$ cat src/rtl/player_motion_ctrl.sv
// player_motion_ctrl: frame-rate player physics and state controller.
// Handles walk, gravity, held jump, timed attack, and hurt knockback with invulnerability.
module player_motion_ctrl #(
    parameter int NUM_KEYS      = 2,
    parameter int SIZE_X        = 30,
    parameter int SIZE_Y        = 62,
    parameter int START_X       = 320,
    parameter int START_Y       = 377,
    parameter int X_MIN         = 31,
    parameter int X_MAX         = 607,
    parameter int Y_MIN         = 100,
    parameter int Y_MAX         = 451,
    parameter int FLOOR_Y       = 408,
    parameter int PLAT_L        = 116,
    parameter int PLAT_R        = 523,
    parameter int WALK_V        = 2,
    parameter int JUMP_V        = 6,
    parameter int GRAVITY       = 1,
    parameter int MAX_FALL      = 8,
    parameter int JUMP_HOLD     = 12,
    parameter int ATTACK_FRAMES = 8,
    parameter int HURT_FRAMES   = 10,
    parameter int INVULN_FRAMES = 60,
    parameter int KNOCK_VX      = 3,
    parameter int KNOCK_VY      = 4,
    parameter logic [7:0] K_LEFT   = 8'h50,
    parameter logic [7:0] K_RIGHT  = 8'h4F,
    parameter logic [7:0] K_DOWN   = 8'h51,
    parameter logic [7:0] K_JUMP   = 8'h52,
    parameter logic [7:0] K_ATTACK = 8'h1B
) (
    input  logic                  frame_clk,
    input  logic                  Reset,
    input  logic [8*NUM_KEYS-1:0] keycodes,
    input  logic                  hit,
    input  logic                  hit_from_left,
    output logic [9:0]            PlayerX,
    output logic [9:0]            PlayerY,
    output logic [9:0]            Player_Size_X,
    output logic [9:0]            Player_Size_Y,
    output logic [3:0]            Player_Status,
    output logic                  Inverse,
    output logic                  attack_active,
    output logic                  invuln
);
    localparam logic [3:0] ST_IDLE = 4'd0, ST_WALK = 4'd1, ST_JUMP = 4'd2,
                           ST_FALL = 4'd3, ST_ATTACK = 4'd4, ST_HURT = 4'd5;
    localparam logic signed [11:0] HX  = 12'(SIZE_X / 2), HY = 12'(SIZE_Y / 2);
    localparam logic signed [11:0] XMN = 12'(X_MIN), XMX = 12'(X_MAX);
    localparam logic signed [11:0] YMN = 12'(Y_MIN), YMX = 12'(Y_MAX);
    localparam logic signed [11:0] FLR = 12'(FLOOR_Y), PL = 12'(PLAT_L), PR = 12'(PLAT_R);
    localparam logic signed [9:0]  WV  = 10'(WALK_V), JV = 10'(JUMP_V), GV = 10'(GRAVITY);
    localparam logic signed [9:0]  MF  = 10'(MAX_FALL), KVX = 10'(KNOCK_VX), KVY = 10'(KNOCK_VY);
    localparam logic [7:0] AF = 8'(ATTACK_FRAMES), HF = 8'(HURT_FRAMES);
    localparam logic [7:0] IF = 8'(INVULN_FRAMES), JH = 8'(JUMP_HOLD);

    function automatic logic over_plat(input logic signed [11:0] px);
        return (px + HX >= PL) && (px - HX <= PR);
    endfunction

    logic signed [9:0]  vx, vy, vx_key, vxv, vyv, vxf, vyf, vy_g, grav;
    logic signed [11:0] xc, yc, xs, ys, xw, yw;
    logic [7:0] atk_ctr, hurt_ctr, inv_ctr, hold_ctr, atk_n, hurt_n, inv_n, hold_n;
    logic k_left, k_right, k_down, k_jump, k_atk, jump_q, atk_q;
    logic hurt_start, hurting, ctl, ground, attacking, jump_go, hold_go, ceil_hit, ground_n;
    logic [3:0] status_n;

    always_comb begin
        k_left = 1'b0;
        k_right = 1'b0;
        k_down = 1'b0;
        k_jump = 1'b0;
        k_atk = 1'b0;
        for (int i = 0; i < NUM_KEYS; i++) begin
            k_left  = k_left  | (keycodes[8*i +: 8] == K_LEFT);
            k_right = k_right | (keycodes[8*i +: 8] == K_RIGHT);
            k_down  = k_down  | (keycodes[8*i +: 8] == K_DOWN);
            k_jump  = k_jump  | (keycodes[8*i +: 8] == K_JUMP);
            k_atk   = k_atk   | (keycodes[8*i +: 8] == K_ATTACK);
        end
    end

    assign xc = {2'b00, PlayerX};
    assign yc = {2'b00, PlayerY};
    // The pit floor counts as ground so the player can jump back out of it
    assign ground = ((yc + HY == FLR) && over_plat(xc)) || (yc + HY == YMX);

    assign hurt_start = hit && (inv_ctr == 8'd0);
    assign hurting    = hurt_ctr != 8'd0;
    assign ctl        = !hurt_start && !hurting;
    assign atk_n  = hurt_start ? 8'd0 : (ctl && k_atk && !atk_q && atk_ctr == 8'd0) ? AF
                  : (atk_ctr != 8'd0) ? atk_ctr - 8'd1 : 8'd0;
    assign hurt_n = hurt_start ? HF : hurting ? hurt_ctr - 8'd1 : 8'd0;
    assign inv_n  = hurt_start ? IF : (inv_ctr != 8'd0) ? inv_ctr - 8'd1 : 8'd0;
    assign attacking = atk_n != 8'd0;

    assign jump_go = ctl && !attacking && k_jump && !jump_q && ground;
    assign hold_go = ctl && !attacking && k_jump && hold_ctr != 8'd0;
    assign hold_n  = ceil_hit ? 8'd0 : jump_go ? JH : hold_go ? hold_ctr - 8'd1 : 8'd0;

    assign vx_key = (k_left == k_right) ? 10'sd0 : k_left ? -WV : WV;
    assign vxv = hurt_start ? (hit_from_left ? KVX : -KVX) : hurting ? vx
               : (attacking && ground) ? 10'sd0 : vx_key;
    assign vy_g = vy + GV;
    assign grav = (vy_g > MF) ? MF : vy_g;
    assign vyv = hurt_start ? -KVY : (jump_go || hold_go) ? -JV
               : (ctl && k_down && !ground) ? MF : ground ? 10'sd0 : grav;

    assign xs = xc + {{2{vxv[9]}}, vxv};
    assign ys = yc + {{2{vyv[9]}}, vyv};

    // Clamp order matters: walls, ceiling, platform landing, then pit floor
    always_comb begin
        xw = xs;
        vxf = vxv;
        if (xw - HX < XMN) begin
            xw = XMN + HX;
            vxf = 10'sd0;
        end
        if (xw + HX > XMX) begin
            xw = XMX - HX;
            vxf = 10'sd0;
        end
        yw = ys;
        vyf = vyv;
        ceil_hit = 1'b0;
        if (yw - HY < YMN) begin
            yw = YMN + HY;
            vyf = 10'sd0;
            ceil_hit = 1'b1;
        end
        if (!vyv[9] && over_plat(xw) && (yc + HY <= FLR) && (yw + HY >= FLR)) begin
            yw = FLR - HY;
            vyf = 10'sd0;
        end
        if (yw + HY > YMX) begin
            yw = YMX - HY;
            vyf = 10'sd0;
        end
        ground_n = ((yw + HY == FLR) && over_plat(xw)) || (yw + HY == YMX);
    end

    assign status_n = (hurt_n != 8'd0) ? ST_HURT : attacking ? ST_ATTACK
                    : vyf[9] ? ST_JUMP : (vyf != 10'sd0) ? ST_FALL
                    : (ground_n && vxf != 10'sd0) ? ST_WALK : ST_IDLE;

    assign Player_Size_X = 10'(SIZE_X);
    assign Player_Size_Y = 10'(SIZE_Y);

    always_ff @(posedge frame_clk or posedge Reset) begin
        if (Reset) begin
            PlayerX       <= 10'(START_X);
            PlayerY       <= 10'(START_Y);
            vx            <= 10'sd0;
            vy            <= 10'sd0;
            Player_Status <= ST_IDLE;
            Inverse       <= 1'b0;
            attack_active <= 1'b0;
            invuln        <= 1'b0;
            atk_ctr       <= 8'd0;
            hurt_ctr      <= 8'd0;
            inv_ctr       <= 8'd0;
            hold_ctr      <= 8'd0;
            jump_q        <= 1'b0;
            atk_q         <= 1'b0;
        end else begin
            PlayerX       <= xw[9:0];
            PlayerY       <= yw[9:0];
            vx            <= vxf;
            vy            <= vyf;
            Player_Status <= status_n;
            if (ctl && (k_left ^ k_right))
                Inverse <= k_left;
            attack_active <= attacking;
            invuln        <= inv_n != 8'd0;
            atk_ctr       <= atk_n;
            hurt_ctr      <= hurt_n;
            inv_ctr       <= inv_n;
            hold_ctr      <= hold_n;
            jump_q        <= k_jump;
            atk_q         <= k_atk;
        end
    end
endmodule
$ cat config.mk
export PLATFORM = sky130hd
export DESIGN_NAME = player_motion_ctrl
export DESIGN_NICKNAME = d
export VERILOG_FILES = /design/src/rtl/player_motion_ctrl.sv
export SDC_FILE = /design/constraint.sdc
export NUM_CORES = 1
export LEC_CHECK = 0
export CAP_MARGIN = 40
export CELL_PAD_IN_SITES_DETAIL_PLACEMENT = 0
export CELL_PAD_IN_SITES_GLOBAL_PLACEMENT = 1
export CORE_MARGIN = 5
export CORE_UTILIZATION = 55
export CTS_BUF_LIST = sky130_fd_sc_hd__clkbuf_8
export CTS_CLUSTER_SIZE = 30
export DETAILED_ROUTE_END_ITERATION = 10
export DONT_BUFFER_PORTS = 1
export HOLD_SLACK_MARGIN = 0.15
export PLACE_DENSITY_LB_ADDON = 0.1
export SLEW_MARGIN = 10
export SYNTH_ARGS = -nofsm -noshare
export SYNTH_HDL_FRONTEND = slang
export SYNTH_SLANG_ARGS = --single-unit
$ cat constraint.sdc
create_clock -name frame_clk -period 15.31 [get_ports frame_clk]
set_input_delay 1.531 -clock frame_clk [delete_from_list [all_inputs] [get_ports frame_clk]]
set_output_delay 1.531 -clock frame_clk [all_outputs]
set_load 0.05 [all_outputs]
* After elaboration in Yosys (flattened, before gate mapping)
Cells that the tools add are included.
** Cells by class
- $add $sub $neg :: 18
- $lt $le $gt $ge :: 11
- Equal/unequal tests :: 15
- Multiplexer cells :: 37
- Bitwise gates (word level) :: 6
- Reduce and logical (&&, ||, !) cells :: 43
** Operators with widths (number)
- $mux W10 :: 16
- $mux W8 :: 10
- $eq A8 B7 Y1 const B :: 8
- $mux W12 :: 5
- $reduce_bool A8 Y1 :: 7
- $eq A12 B10 Y1 const B :: 4
- $add A12 B6 Y12 const B :: 3
- $sub A8 B1 Y8 const B :: 4
- $add A11 B10 Y12 :: 2
- $add A12 B5 Y12 const B :: 2
- $sub A12 B5 Y12 const B :: 2
- $logic_and A1 B1 Y1 :: 22
- $reduce_bool A10 Y1 :: 2
- $eq A8 B5 Y1 const B :: 2
- $logic_not A8 Y1 :: 2
- $ge A12 B10 Y1 const B :: 1
- $ge A12 B8 Y1 const B :: 1
- $gt A12 B10 Y1 const B :: 1
- $gt A12 B11 Y1 const B :: 1
- $le A12 B11 Y1 const B :: 1
- $lt A12 B6 Y1 const B :: 1
- $lt A12 B8 Y1 const B :: 1
- $sub A12 B6 Y12 const B :: 1
- $add A10 B4 Y11 const B :: 1
- 15 further kinds :: 30
** Word-level totals
- Register bits after elaboration :: 80
- Bits of input ports :: 20
- Output and inout port bits :: 47
- Logic and storage cells :: 144

* Logic depth before layout (Yosys ltp)
- Word-level depth :: 41
- Gate-level depth with buffers :: 24

* Worst setup path before layout
OpenSTA, ideal clock, no wires.
- Kind :: input to register
- From :: input keycodes[7]
- To :: register vy[0]
- Data arrival time :: 6.484 ns
- Data required time :: 15.243 ns
- Slack :: 8.759 ns
- Cell stages on the path :: 22
- Path buffers :: 2
- Path through :: or3b_1 or3_1 o32ai_1 ha_1 and2_1 o211ai_1 a21o_2 and2_1 clkbuf_1 a21oi_1 ha_1 nor2b_1 o31ai_2 a21boi_0 a2111o_1 or4_1 nor3_1 nor3b_1 a211oi_1 a31oi_1 clkbuf_2 and3_1
** On the way
- Elaborated cells on any way between the ends :: 63
** RTL lines
- start: declaration :: RTL line 34 : input logic [8*NUM_KEYS-1:0] keycodes,
- $eq A8 B7 Y1 * :: RTL line 75 : k_left = k_left | (keycodes[8*i +: 8] == K_LEFT);
- $or A1 B1 Y1 * :: RTL line 75
- net k_left :: RTL line 64 : logic k_left, k_right, k_down, k_jump, k_atk, jump_q, atk_q;
- $eq A1 B1 Y1 or $mux W10 (tied branches) :: RTL line 101 : assign vx_key = (k_left == k_right) ? 10'sd0 : k_left ? -WV : WV;
- $mux W10 * :: RTL line 101
- $mux W10 * :: RTL line 103 : : (attacking && ground) ? 10'sd0 : vx_key;
- $mux W10 * (2 in a row) :: RTL line 102 : assign vxv = hurt_start ? (hit_from_left ? KVX : -KVX) : hurting ? vx
- $add A11 B10 Y12 * :: RTL line 109 : assign xs = xc + {{2{vxv[9]}}, vxv};
- (+7 left out)
- $ge A12 B8 Y1 or $le A12 B11 Y1 (tied branches) :: RTL line 58 : return (px + HX >= PL) && (px - HX <= PR);
- $logic_and A1 B1 Y1 * :: RTL line 58
- $logic_and A1 B1 Y1 * (3 in a row) :: RTL line 132 : if (!vyv[9] && over_plat(xw) && (yc + HY <= FLR) && (yw + HY >= FLR)) begin
- $mux W12 :: RTL line 132
- $add A12 B6 Y12 :: RTL line 136 : if (yw + HY > YMX) begin
- $gt A12 B10 Y1 :: RTL line 136
- $mux W10 * :: RTL line 136
- net vyf[0] :: RTL line 61 : logic signed [9:0] vx, vy, vx_key, vxv, vyv, vxf, vyf, vy_g, grav;
- end signal: assignment :: RTL line 170 : vy <= vyf;
- end: declaration :: RTL line 61
The timed path passes the listed nets; every way through them passes the cells marked *.
A chain may end at the register's enable or synchronous reset.

* Worst setup path in the final report
- From :: register PlayerX[1]
- To :: register Player_Status[0]
** On the way
- Word-level cells in the longest chain between the ends :: 36
- Elaborated cells on any way between the ends :: 63
** RTL lines
- start: declaration :: RTL line 37 : output logic [9:0] PlayerX,
- start signal: assignment :: RTL line 152 : PlayerX <= 10'(START_X);
- start signal: assignment :: RTL line 167 : PlayerX <= xw[9:0];
- $add A10 B4 Y11 or $sub A10 B4 Y11 (tied branches) :: RTL line 58
- $ge A11 B7 Y1 or $le A11 B11 Y1 (tied branches) :: RTL line 58
- $logic_and A1 B1 Y1 :: RTL line 58
- $logic_and A1 B1 Y1 :: RTL line 86 : assign ground = ((yc + HY == FLR) && over_plat(xc)) || (yc + HY == YMX);
- $logic_or A1 B1 Y1 :: RTL line 86
- $logic_and A1 B1 Y1 :: RTL line 103
- $mux W10 :: RTL line 103
- $mux W10 (2 in a row) :: RTL line 102
- (+17 left out)
- net yw[9] :: RTL line 62 : logic signed [11:0] xc, yc, xs, ys, xw, yw;
- (+1 left out)
- $eq A12 B10 Y1 :: RTL line 140 : ground_n = ((yw + HY == FLR) && over_plat(xw)) || (yw + HY == YMX);
- $logic_and A1 B1 Y1 :: RTL line 140
- $logic_or A1 B1 Y1 * :: RTL line 140
- $logic_and A1 B1 Y1 * :: RTL line 145 : : (ground_n && vxf != 10'sd0) ? ST_WALK : ST_IDLE;
- $mux W1 * :: RTL line 145
- $mux W2 * (2 in a row) :: RTL line 144 : : vyf[9] ? ST_JUMP : (vyf != 10'sd0) ? ST_FALL
- $mux W3 * (2 in a row) :: RTL line 143 : assign status_n = (hurt_n != 8'd0) ? ST_HURT : attacking ? ST_ATTACK
- net status_n[0] :: RTL line 66 : logic [3:0] status_n;
- end signal: assignment :: RTL line 171 : Player_Status <= status_n;
- end: declaration :: RTL line 41 : output logic [3:0] Player_Status,
Marked as above.

==> impl_metrics.py <==
metrics = {
    "run_status": {
        "status": "finished clean",
    },
    "final_layout": {
        "layout.nets": 774,
        "area_delta_synth_final_pct": 4.98,
        "final_layout_size_suffix_gt1_share_pct": 8.16,
        "fill_cells": 981,
        "instances_no_fill": 863,
        "num_antenna_cells": 0,
    },
    "route": {
        "drt_wl_total_mm": 15.8,
        "vias_per_cell": 6.35,
        "wl_per_cell_um": 18.3,
        "ant_nets": 0,
        "first_pass_iters": 5,
        "num_vias": 5484,
        "first_iter_violations": 529,
        "drc": 0,
    },
    "floorplanning": {
        "die_x_um": 116,
        "core_mm2": 0.0110,
        "dieHeight_um": 116,
        "num_rows": 38,
        "initial_core_util_pct": 56.7,
        "die-area_mm2": 0.0136,
        "pin_count": 67,
    },
    "setup_path": {
        "critPathLaunchType": "flip-flop",
        "arrival_ns": 7.37,
        "worst-r2r-cell-count": 23,
        "cp_max_fo": 8,
        "worstSetupEndpointType": "flip-flop",
        "crit_type": "flip-flop to flip-flop",
        "r2r-end": "Player_Status[0]",
        "worstSetupStartpoint": "PlayerX[1]",
        "timing.rr.start": "PlayerX[1]",
        "worstPathRequired_ns": 15.63,
        "r2r_slack_ns": 8.26,
        "crit_path_end": "Player_Status[0]",
    },
    "pwr": {
        "combPwrFrac_pct": 37.5,
        "switching_share_pct": 43.7,
        "p_sw_uw": 325,
        "clockPowerShare_pct": 24.7,
        "power-per-cell-area_mw_per_mm2": 114,
        "p_total_uw": 743,
        "power_frac_seq_pct": 37.8,
        "p_int_uw": 419,
        "total_leakage_power_nw": 2.96,
        "vdd_ir_drop_max_mv": 0.0851,
    },
    "timing": {
        "timing_worst_slew_pin_value_ns": 0.825,
        "whs_ns": 0.487,
        "period_minus_slack_ns": 7.05,
        "setup_slack_ns": 8.26,
        "max_freq_ghz": 0.142,
        "rsz0062_at_grt": "false",
        "fin_skew_ns": 0.0165,
        "setup_viol": 0,
        "slew_headroom_pct": 45.0,
        "tns_ns": 0,
        "hold_viol": 0,
        "fin_crit_sh_pct": 46.0,
        "slew_viol_final": 0,
    },
    "global_route": {
        "grt_max_degree": 62,
        "grt_pass1_wl_mm": 25.8,
        "track_usage_pct": 24.1,
        "grt_pass1_vias": 5176,
        "grt_antenna_before_repair": 0,
        "gr-total-overflow": 0,
    },
    "clock_tree": {
        "cts-htree-levels": 3,
        "clk_path_buf_depth": 2,
        "post-cts-setup-buffer-count": 0,
        "post_cts_resized": 0,
        "cts_tree": "done",
        "cts-root-buf": "clkbuf_8",
        "clock-sinks": 80,
        "insertion_delay_ns": 0.39,
        "cts_buffers": 9,
        "hold_buffers": 0,
        "path_clk_slew_ns": 0.10,
    },
    "yosys": {
        "synth_area_leader_cell": "dfrtp_1",
        "ys_ff_latch": 80,
        "synth_cell_types": 86,
        "ys_seq_area_share_pct": 32.3,
        "yosys.area.top_type_share_pct": 28.9,
        "syn_area_per_cell_um2": 8.65,
        "syn_inst": 720,
        "yosys-top-cells-count": "dfrtp_1, nor2_1, nand2_1, a21oi_1, ha_1",
        "synth.cell_area_mm2": 0.00623,
        "synth_most_common_cell": "dfrtp_1",
        "ys_async_sr_fraction_pct": 100,
        "yosysWarningCount": 0,
        "synth_edf_count": 0,
        "synth_area_leaders": "dfrtp_1, ha_1, nor2_1",
        "ys.flop_type": "dfrtp_1",
    },
    "flow_run": {
        "maxCapViolCount": 0,
    },
    "placed_design": {
        "dp_cells": 846,
        "gp_congestion": 0.882,
        "io_buffers": 0,
        "dp.final_hpwl_mm": 12.1,
        "pre_cts_ws_ns": 7.87,
    },
    "worst_hold_path": {
        "hold_start": "hold_ctr[0]",
        "hp-class": "flip-flop to flip-flop",
        "hold_depth": 1,
    },
}
## critical path, stage by stage, from the launching register on
cell,delay [ns]
dfrtp_1,0.84
inv_1,0.23
ha_1,0.34
or3b_2,0.45
a22oi_1,0.15
a2111o_1,0.21
a221o_1,0.27
a21o_1,0.26
a21oi_2,0.15
nor4_1,0.40
ha_1,0.27
inv_1,0.06
fa_1,0.38
nand2b_1,0.18
a21oi_1,0.34
nand2b_1,0.16
a31oi_1,0.08
o21bai_1,0.49
nand3_1,0.26
or3_1,0.45
nand3_2,0.19
nor3b_1,0.09
or4_1,0.57
o21ai_1,0.14
## layer usage
layer | track usage (%) | wire length, um | part of all wire (%) | vias up
met2 | 37.0 | 7040 | 45 | 170
met4 | 7.81 | 323 | 2.0 | 0
met1 | 34.9 | 7470 | 47 | 2669
met3 | 4.15 | 956 | 6.1 | 25
li1 | - | - | - | 2620
met5 | 0 | 0 | 0 | -
## worst min path at each step
| stage | slack, ns | endpoint |
|---|---|---|
| 4_1_cts | 0.49 | hold_ctr[0] |
| 2_1_floorplan | 0.43 | hold_ctr[0] |
| 3_5_place_dp | 0.48 | hold_ctr[0] |
| 6_report | 0.49 | hold_ctr[0] |
| 3_3_place_gp | 0.45 | hold_ctr[0] |
| 5_1_grt | 0.51 | hold_ctr[0] |
## power by group through the flow
| stage | Clock (mW) | Sequential [mW] | Combinational (mW) |
|---|---|---|---|
| 5_1_grt | 0.194 | 0.283 | 0.309 |
| 3_3_place_gp | 0 | 0.285 | 0.266 |
| 4_1_cts | 0.187 | 0.281 | 0.274 |
| 3_5_place_dp | 0 | 0.285 | 0.273 |
| 6_report | 0.184 | 0.281 | 0.279 |
| 2_1_floorplan | 0 | 0.272 | 0.224 |
## flip-flops by register name, indices dropped and copies added, names as in the netlist, 3 cells and up
name	flops
PlayerX	10
PlayerY	10
vx	10
vy	10
atk_ctr	8
hold_ctr	8
hurt_ctr	8
inv_ctr	8
Player_Status	3
## cell usage in the layout (no fill, tap or decap), types with 14 or more instances in the layout
cell type,synthesis,final
o21ai_0,30,30
nand2_1,57,57
nor4_1,19,19
nand3_1,23,23
conb_1,2,21
nor2_1,62,62
xnor2_1,23,23
dfrtp_1,72,72
nand2b_1,16,16
a21oi_1,45,45
and3_1,32,32
or4_1,14,14
inv_1,30,29
xor2_1,21,21
ha_1,34,34
## cell families after synthesis
group	Yosys count	share of synthesized area, %
multiplexers	7	1.21
other	2	0.121
buffers and inverters	67	5.36
AND/OR/NAND/NOR	309	27.8
XOR/XNOR	45	6.45
flip-flops	80	32.3
adder cells (fa/ha/maj)	36	7.47
AO/OA/AOI/OAI	174	19.3
## per-stage QoR
stage	cell area [um2]	utilization, %
floorplan	6300	-
global placement	6270	57.1
detailed placement	6300	57.4
CTS	6530	59.5
global route	6540	59.5
finish	6540	59.5
## area by class of cell
type                            instances  area [um2]  area share [%]
Multi-Input combinational cell        592        3950            60.5
Sequential cell                        80        2010            30.8
Tap cell                              140         175            2.68
Clock buffer                           10         138            2.10
Inverter                               30         114            1.74
Clock inverter                          6        91.3            1.40
Timing Repair Buffer                    5        55.1           0.842
(Power assumes the default switching activity.)
